$ cat src/rtl/riscv_data_buf_pkg.sv
// Shared types for the LSU data request buffer: request payload, issue FSM
// states and the "plain access" atomic opcode.
package riscv_data_buf_pkg;

   localparam logic [5:0] ATOP_NONE = 6'd0;

   typedef struct packed {
      logic [31:0] addr;
      logic        we;
      logic [3:0]  be;
      logic [31:0] wdata;
      logic [5:0]  atop;
   } data_req_t;

   typedef enum logic [1:0] {
      IDLE,
      REQ,
      ATOP_DRAIN
   } issue_state_e;

   function automatic logic is_atomic(input data_req_t r);
      return r.atop != ATOP_NONE;
   endfunction

endpackage

$ cat src/rtl/riscv_data_req_fifo.sv
// DEPTH-entry request FIFO. Exposes the head and the entry behind it so the
// issue logic can decide back-to-back issue in the same cycle it pops.
module riscv_data_req_fifo
   import riscv_data_buf_pkg::*;
#(
   parameter int unsigned DEPTH = 2
) (
   input  logic      clk_i,
   input  logic      rst_i,
   input  logic      push_i,
   input  data_req_t data_i,
   input  logic      pop_i,
   output data_req_t head_o,
   output data_req_t second_o,
   output logic      full_o,
   output logic      empty_o,
   output logic      one_o
);

   localparam int unsigned AW = (DEPTH > 1) ? $clog2(DEPTH) : 1;
   localparam logic [AW-1:0] LAST_IDX = AW'(DEPTH - 1);

   data_req_t     mem_q [DEPTH];
   logic [AW-1:0] wr_idx_q, rd_idx_q;
   logic          wr_wrap_q, rd_wrap_q;

   // Indices wrap modulo DEPTH (not a power of two in general); the wrap
   // bit toggles on each wrap and tells full from empty.
   function automatic logic [AW-1:0] idx_inc(input logic [AW-1:0] idx);
      return (idx == LAST_IDX) ? '0 : idx + 1'b1;
   endfunction

   always_ff @(posedge clk_i) begin
      if (rst_i) begin
         wr_idx_q  <= '0;
         rd_idx_q  <= '0;
         wr_wrap_q <= 1'b0;
         rd_wrap_q <= 1'b0;
      end else begin
         if (push_i) begin
            wr_idx_q <= idx_inc(wr_idx_q);
            if (wr_idx_q == LAST_IDX) wr_wrap_q <= ~wr_wrap_q;
         end
         if (pop_i) begin
            rd_idx_q <= idx_inc(rd_idx_q);
            if (rd_idx_q == LAST_IDX) rd_wrap_q <= ~rd_wrap_q;
         end
      end
   end

   always_ff @(posedge clk_i) begin
      if (push_i) mem_q[wr_idx_q] <= data_i;
   end

   assign empty_o  = (wr_idx_q == rd_idx_q) && (wr_wrap_q == rd_wrap_q);
   assign full_o   = (wr_idx_q == rd_idx_q) && (wr_wrap_q != rd_wrap_q);
   assign one_o    = !empty_o && (idx_inc(rd_idx_q) == wr_idx_q);
   assign head_o   = mem_q[rd_idx_q];
   assign second_o = mem_q[idx_inc(rd_idx_q)];

endmodule

$ cat src/rtl/riscv_data_req_buffer.sv
// LSU-to-memory request buffer: queues LSU requests, issues them in order on
// an OBI-style port, fences atomics and passes responses straight through.
module riscv_data_req_buffer
   import riscv_data_buf_pkg::*;
#(
   parameter int unsigned DEPTH           = 2,
   parameter int unsigned MAX_OUTSTANDING = 2
) (
   input  logic        clk_i,
   input  logic        rst_i,
   input  logic        lsu_req_i,
   output logic        lsu_gnt_o,
   input  logic [31:0] lsu_addr_i,
   input  logic        lsu_we_i,
   input  logic [3:0]  lsu_be_i,
   input  logic [31:0] lsu_wdata_i,
   input  logic [5:0]  lsu_atop_i,
   output logic        lsu_rvalid_o,
   output logic [31:0] lsu_rdata_o,
   output logic        lsu_err_o,
   output logic        mem_req_o,
   input  logic        mem_gnt_i,
   output logic [31:0] mem_addr_o,
   output logic        mem_we_o,
   output logic [3:0]  mem_be_o,
   output logic [31:0] mem_wdata_o,
   output logic [5:0]  mem_atop_o,
   input  logic        mem_rvalid_i,
   input  logic [31:0] mem_rdata_i,
   input  logic        mem_err_i,
   output logic        busy_o,
   output logic        protocol_err_o
);

   localparam int unsigned CW = $clog2(MAX_OUTSTANDING + 1);

   issue_state_e  state_q, state_d;
   logic [CW-1:0] acc_cnt_q, acc_cnt_d;
   logic [CW-1:0] iss_cnt_q, iss_cnt_d;
   logic          atop_inflight_q, atop_inflight_d;
   logic          protocol_err_q, protocol_err_d;

   data_req_t lsu_req_s, head_s, second_s, cand_s, mem_req_s;
   logic      fifo_full, fifo_empty, fifo_one;
   logic      push, pop, mem_hs, resp_valid, cand_valid;

   assign lsu_req_s = '{addr: lsu_addr_i, we: lsu_we_i, be: lsu_be_i,
                        wdata: lsu_wdata_i, atop: lsu_atop_i};

   assign lsu_gnt_o  = lsu_req_i && !fifo_full && (acc_cnt_q < CW'(MAX_OUTSTANDING));
   assign push       = lsu_gnt_o;
   assign mem_hs     = (state_q == REQ) && mem_gnt_i;
   assign pop        = mem_hs;
   assign resp_valid = mem_rvalid_i && (iss_cnt_q != '0);

   riscv_data_req_fifo #(.DEPTH(DEPTH)) u_fifo (
      .clk_i    (clk_i),
      .rst_i    (rst_i),
      .push_i   (push),
      .data_i   (lsu_req_s),
      .pop_i    (pop),
      .head_o   (head_s),
      .second_o (second_s),
      .full_o   (fifo_full),
      .empty_o  (fifo_empty),
      .one_o    (fifo_one)
   );

   // Entry that will be at the FIFO head next cycle, including a request
   // being pushed now; this is what gives one-cycle LSU-to-memory latency.
   always_comb begin
      cand_valid = !fifo_empty || push;
      cand_s     = fifo_empty ? lsu_req_s : head_s;
      if (mem_hs) begin
         cand_valid = !fifo_one || push;
         cand_s     = fifo_one ? lsu_req_s : second_s;
      end
   end

   always_ff @(posedge clk_i) begin
      if (rst_i) begin
         state_q         <= IDLE;
         acc_cnt_q       <= '0;
         iss_cnt_q       <= '0;
         atop_inflight_q <= 1'b0;
         protocol_err_q  <= 1'b0;
      end else begin
         state_q         <= state_d;
         acc_cnt_q       <= acc_cnt_d;
         iss_cnt_q       <= iss_cnt_d;
         atop_inflight_q <= atop_inflight_d;
         protocol_err_q  <= protocol_err_d;
      end
   end

   always_comb begin
      state_d = state_q;
      unique case (state_q)
         IDLE: begin
            if (cand_valid) begin
               if (is_atomic(cand_s)) state_d = (iss_cnt_q != '0) ? ATOP_DRAIN : REQ;
               else if (!atop_inflight_q) state_d = REQ;
            end
         end
         REQ: begin
            if (mem_gnt_i) begin
               if (!cand_valid) state_d = IDLE;
               else if (is_atomic(cand_s)) state_d = ATOP_DRAIN;
               else if (is_atomic(head_s) || atop_inflight_q) state_d = IDLE;
               else state_d = REQ;
            end
         end
         ATOP_DRAIN: begin
            if (iss_cnt_q == '0) state_d = REQ;
         end
         default: state_d = IDLE;
      endcase
   end

   always_comb begin
      acc_cnt_d = acc_cnt_q;
      if (push && !resp_valid) acc_cnt_d = acc_cnt_q + 1'b1;
      else if (!push && resp_valid) acc_cnt_d = acc_cnt_q - 1'b1;

      iss_cnt_d = iss_cnt_q;
      if (mem_hs && !resp_valid) iss_cnt_d = iss_cnt_q + 1'b1;
      else if (!mem_hs && resp_valid) iss_cnt_d = iss_cnt_q - 1'b1;

      // An atomic is only issued with nothing in flight, so the next
      // response after its grant is its own.
      atop_inflight_d = atop_inflight_q;
      if (mem_hs && is_atomic(head_s)) atop_inflight_d = 1'b1;
      else if (resp_valid) atop_inflight_d = 1'b0;

      protocol_err_d = protocol_err_q || (mem_rvalid_i && (iss_cnt_q == '0));
   end

   always_comb begin
      mem_req_o = (state_q == REQ);
      mem_req_s = mem_req_o ? head_s : '0;
   end

   assign mem_addr_o     = mem_req_s.addr;
   assign mem_we_o       = mem_req_s.we;
   assign mem_be_o       = mem_req_s.be;
   assign mem_wdata_o    = mem_req_s.wdata;
   assign mem_atop_o     = mem_req_s.atop;

   assign lsu_rvalid_o   = resp_valid;
   assign lsu_rdata_o    = mem_rdata_i;
   assign lsu_err_o      = mem_err_i && resp_valid;
   assign busy_o         = (acc_cnt_q != '0) || lsu_req_i;
   assign protocol_err_o = protocol_err_q;

endmodule

$ cat config.mk
export PLATFORM = sky130hd
export DESIGN_NAME = riscv_data_req_buffer
export DESIGN_NICKNAME = d
export VERILOG_FILES = /design/src/rtl/riscv_data_buf_pkg.sv /design/src/rtl/riscv_data_req_fifo.sv /design/src/rtl/riscv_data_req_buffer.sv
export SDC_FILE = /design/constraint.sdc
export NUM_CORES = 1
export LEC_CHECK = 0
export ABC_AREA = 1
export CAP_MARGIN = 0
export CELL_PAD_IN_SITES_DETAIL_PLACEMENT = 2
export CELL_PAD_IN_SITES_GLOBAL_PLACEMENT = 2
export CORE_ASPECT_RATIO = 0.75
export CORE_MARGIN = 3
export CORE_UTILIZATION = 26
export DETAILED_ROUTE_END_ITERATION = 6
export PLACE_DENSITY = 0.87
export SETUP_SLACK_MARGIN = 0.4
export SYNTH_ARGS = -nofsm -noshare
export SYNTH_HDL_FRONTEND = slang
export SYNTH_SLANG_ARGS = --single-unit
$ cat constraint.sdc
create_clock -name clk_i -period 4.94 [get_ports clk_i]
set_clock_uncertainty 0.15 [all_clocks]
set_input_delay 0.494 -clock clk_i [delete_from_list [all_inputs] [get_ports clk_i]]
set_output_delay 0.494 -clock clk_i [all_outputs]
set_load 0.05 [all_outputs]
==> summary.txt <==
Timing
  • Slew Limit Fails: 0
  • Slew @ Worst Pin: 944 ps
  • Fin. Hold Viols: 0
  • Slew headroom: 36.9%
  • Setup violations, final: 0
  • Final worst-path cycle share: 75.7%
  • Crit path time final: 3740 ps
  • RSZ-0062 raised after global routing: no
  • FMAX: 267 MHz
  • Setup slack after layout: 1200 ps
  • Setup TNS: 0 ps

Logic synthesis
  • Synth Cell Area: 6640 um2
  • Cell count after synthesis: 574
  • Avg Cell Area, Syn: 11.6 um2
  • #FFs+latches synth: 163
  • Synth unique cells: 24
  • Register area share after synthesis: 71.7%
  • Syn. warnings: 0
  • Syn Nets: 690

Place
  • Gp weighted congestion: 0.725
  • Dpl hpwl: 13600 um
  • Dpl cells: 1014
  • DP Worst Slack: 1610 ps
  • Port bufs: 161

Floorplanning
  • Starting Density: 27.1%
  • DIE AREA: 27500 um2
  • Core ar.: 24500 um2
  • Die height: 144 um
  • Die width: 191 um
  • Row count: 49
  • IO Count: 226

CTS
  • TritonCTS clock tree: built
  • Clk sinks: 163
  • Postcts setup bufs: 0
  • Clk buf depth: 2
  • Quantity of gates resized following cts: 0
  • Clk slew on worst S/H paths: 70 ps
  • H-tree depth: 4
  • Total CTS buffers: 17
  • Hold_buf cts: 0
  • Clock Root Buffer: clkbuf_16
  • Clock Latency Late Sink: 430 ps

Power and ir drop
  • Leakage: 3.18 nW
  • Worst VDD drop: 0.000262 V
  • Tot Pwr: 5.27 mW
  • Pwr dens: 585 nW/um2

Hold path
  • Hold_sp: atop_inflight_q
  • Hold Path Depth: 2
  • Hold endpoint: atop_inflight_q
  • Hold crit path type: flop to flop

Global routing
  • Vias in the first global route: 5232
  • GRT Residual Overflow: 0
  • Total track usage: 15.0%
  • Largest net degree at the start of global routing: 66
  • First-pass GRT wire length: 30600 um
  • Antenna violations before repair: 3

Flow run
  • Max cap viols: 0

Critical path
  • Critical Path AT: 3100 ps
  • Flop2flop setup slack: 1860 ps
  • Setup CP Type: flop to primary output
  • Critical path startpoint category: flop
  • R2R cell count: 14
  • WP data required: 4300 ps
  • Reg2reg end: state_q[0]
  • Peak fanout along the critical path: 47
  • Crit end category: primary output

Route
  • 1st-iter DRT viols: 279
  • Post-route ant nets: 0
  • Drt wl/cell: 19.2 um
  • Vias per Instance: 4.53
  • Via count: 4739
  • DRC viols: 0
  • DR pass1 iterations: 4
  • Post-Route WL: 20100 um

Cells and area
  • Final cell utilization of the core: 36.7%
  • Area grow syn2layout: 35.6%
  • Commonest non-fill, non-tap cell in the layout: nand2_1
  • Layout Nets: 818
  • Most frequent cells in the layout: 178 x nand2_1, 161 x clkdlybuf4s50_1, 150 x edfxtp_1
  • Fin cells: 1046
  • Antenna Cells: 0
  • Share of cells above drive strength 1: 7.13%

Status
  • Status: finished, final reports clean
==> worst max-delay path: stages (launching register included) <==
cell	delay (ps)
dfxtp_2	550
inv_2	570
buf_12	330
nand2_1	90
a21oi_1	220
clkdlybuf4s50_1	850
==> where the power goes <==
group | total, mW | switching [mW] | internal [mW] | leakage (nW)
combinational | 2.02 | 1.44 | 0.585 | 1.39
sequential | 1.90 | 0.110 | 1.79 | 1.50
clock | 1.34 | 0.620 | 0.722 | 0.290
==> synthesized netlist by cell type <==
master,number,share of area (%)
a21oi_1,88,6.6
nand2_2,2,0.19
dfxtp_1,13,3.9
or2_2,3,0.28
buf_2,2,0.15
nor3_1,1,0.075
clkbuf_1,11,0.62
o21a_1,2,0.23
o21ai_0,4,0.30
buf_1,11,0.62
inv_1,22,1.2
nor2_4,1,0.17
nand4_1,2,0.19
ha_1,3,0.57
buf_4,32,3.6
buf_6,1,0.17
o21bai_1,2,0.23
nor2_2,2,0.19
edfxtp_1,150,68
inv_2,2,0.11
nand2_1,178,10
xnor2_1,1,0.13
nand3_1,11,0.83
nor2_1,30,1.7
==> per-stage QoR <==
stage               hold WS [ps]  instance area [um2]
floorplan                    309                 6650
detailed placement           335                 8420
global route                 391                 9010
global placement             307                 8420
finish                       346                 9010
CTS                          346                 9010
==> how the worst max path moves through the flow <==
stage                         end  slack [ps]  cells past startpoint
6_report          mem_wdata_o[25]        1200                      5
4_1_cts           mem_wdata_o[25]        1100                      5
5_1_grt           mem_wdata_o[25]         990                      5
3_5_place_dp      mem_wdata_o[25]        1610                      5
3_3_place_gp      mem_wdata_o[22]        1670                      5
2_1_floorplan  u_fifo.mem_q[0][0]         400                      6
==> registers in the layout, summed over array words and instances, names as in the netlist, named ones only <==
register,count
atop_inflight_q,1
u_fifo.wr_idx_q,1
state_q,2
u_fifo.rd_idx_q,1
protocol_err_o,1
u_fifo.wr_wrap_q,1
u_fifo.rd_wrap_q,1
iss_cnt_q,2
acc_cnt_q,2
u_fifo.mem_q,150
==> cell families after synthesis <==
family	Yosys count	synth area share (%)
DFF	163	71.7
xor gates and xnor gates	1	0.132
AOI/OAI and AO/OA	96	7.38
adders and majority gates	3	0.565
and+or+nand+nor	230	13.7
buffers and inverters	81	6.53
==> final cells by class <==
cell class	instances	area (um2)
Fill cell	2579	15500
Sequential cell	163	4770
Timing Repair Buffer	166	1690
Multi-Input combinational cell	330	1460
Clock buffer	17	425
Tap cell	331	414
Clock inverter	15	169
Inverter	24	90.1
==> routing by layer <==
layer  GRT usage [%]  vias to the layer above  part of all wire [%]
li1                -                     2185                     -
met1            18.0                     2387                    44
met2            25.0                      131                    47
met3            5.74                       30                   7.0
met4            4.86                        6                   1.4
met5               0                        -                  0.18
(Power assumes the default switching activity.)
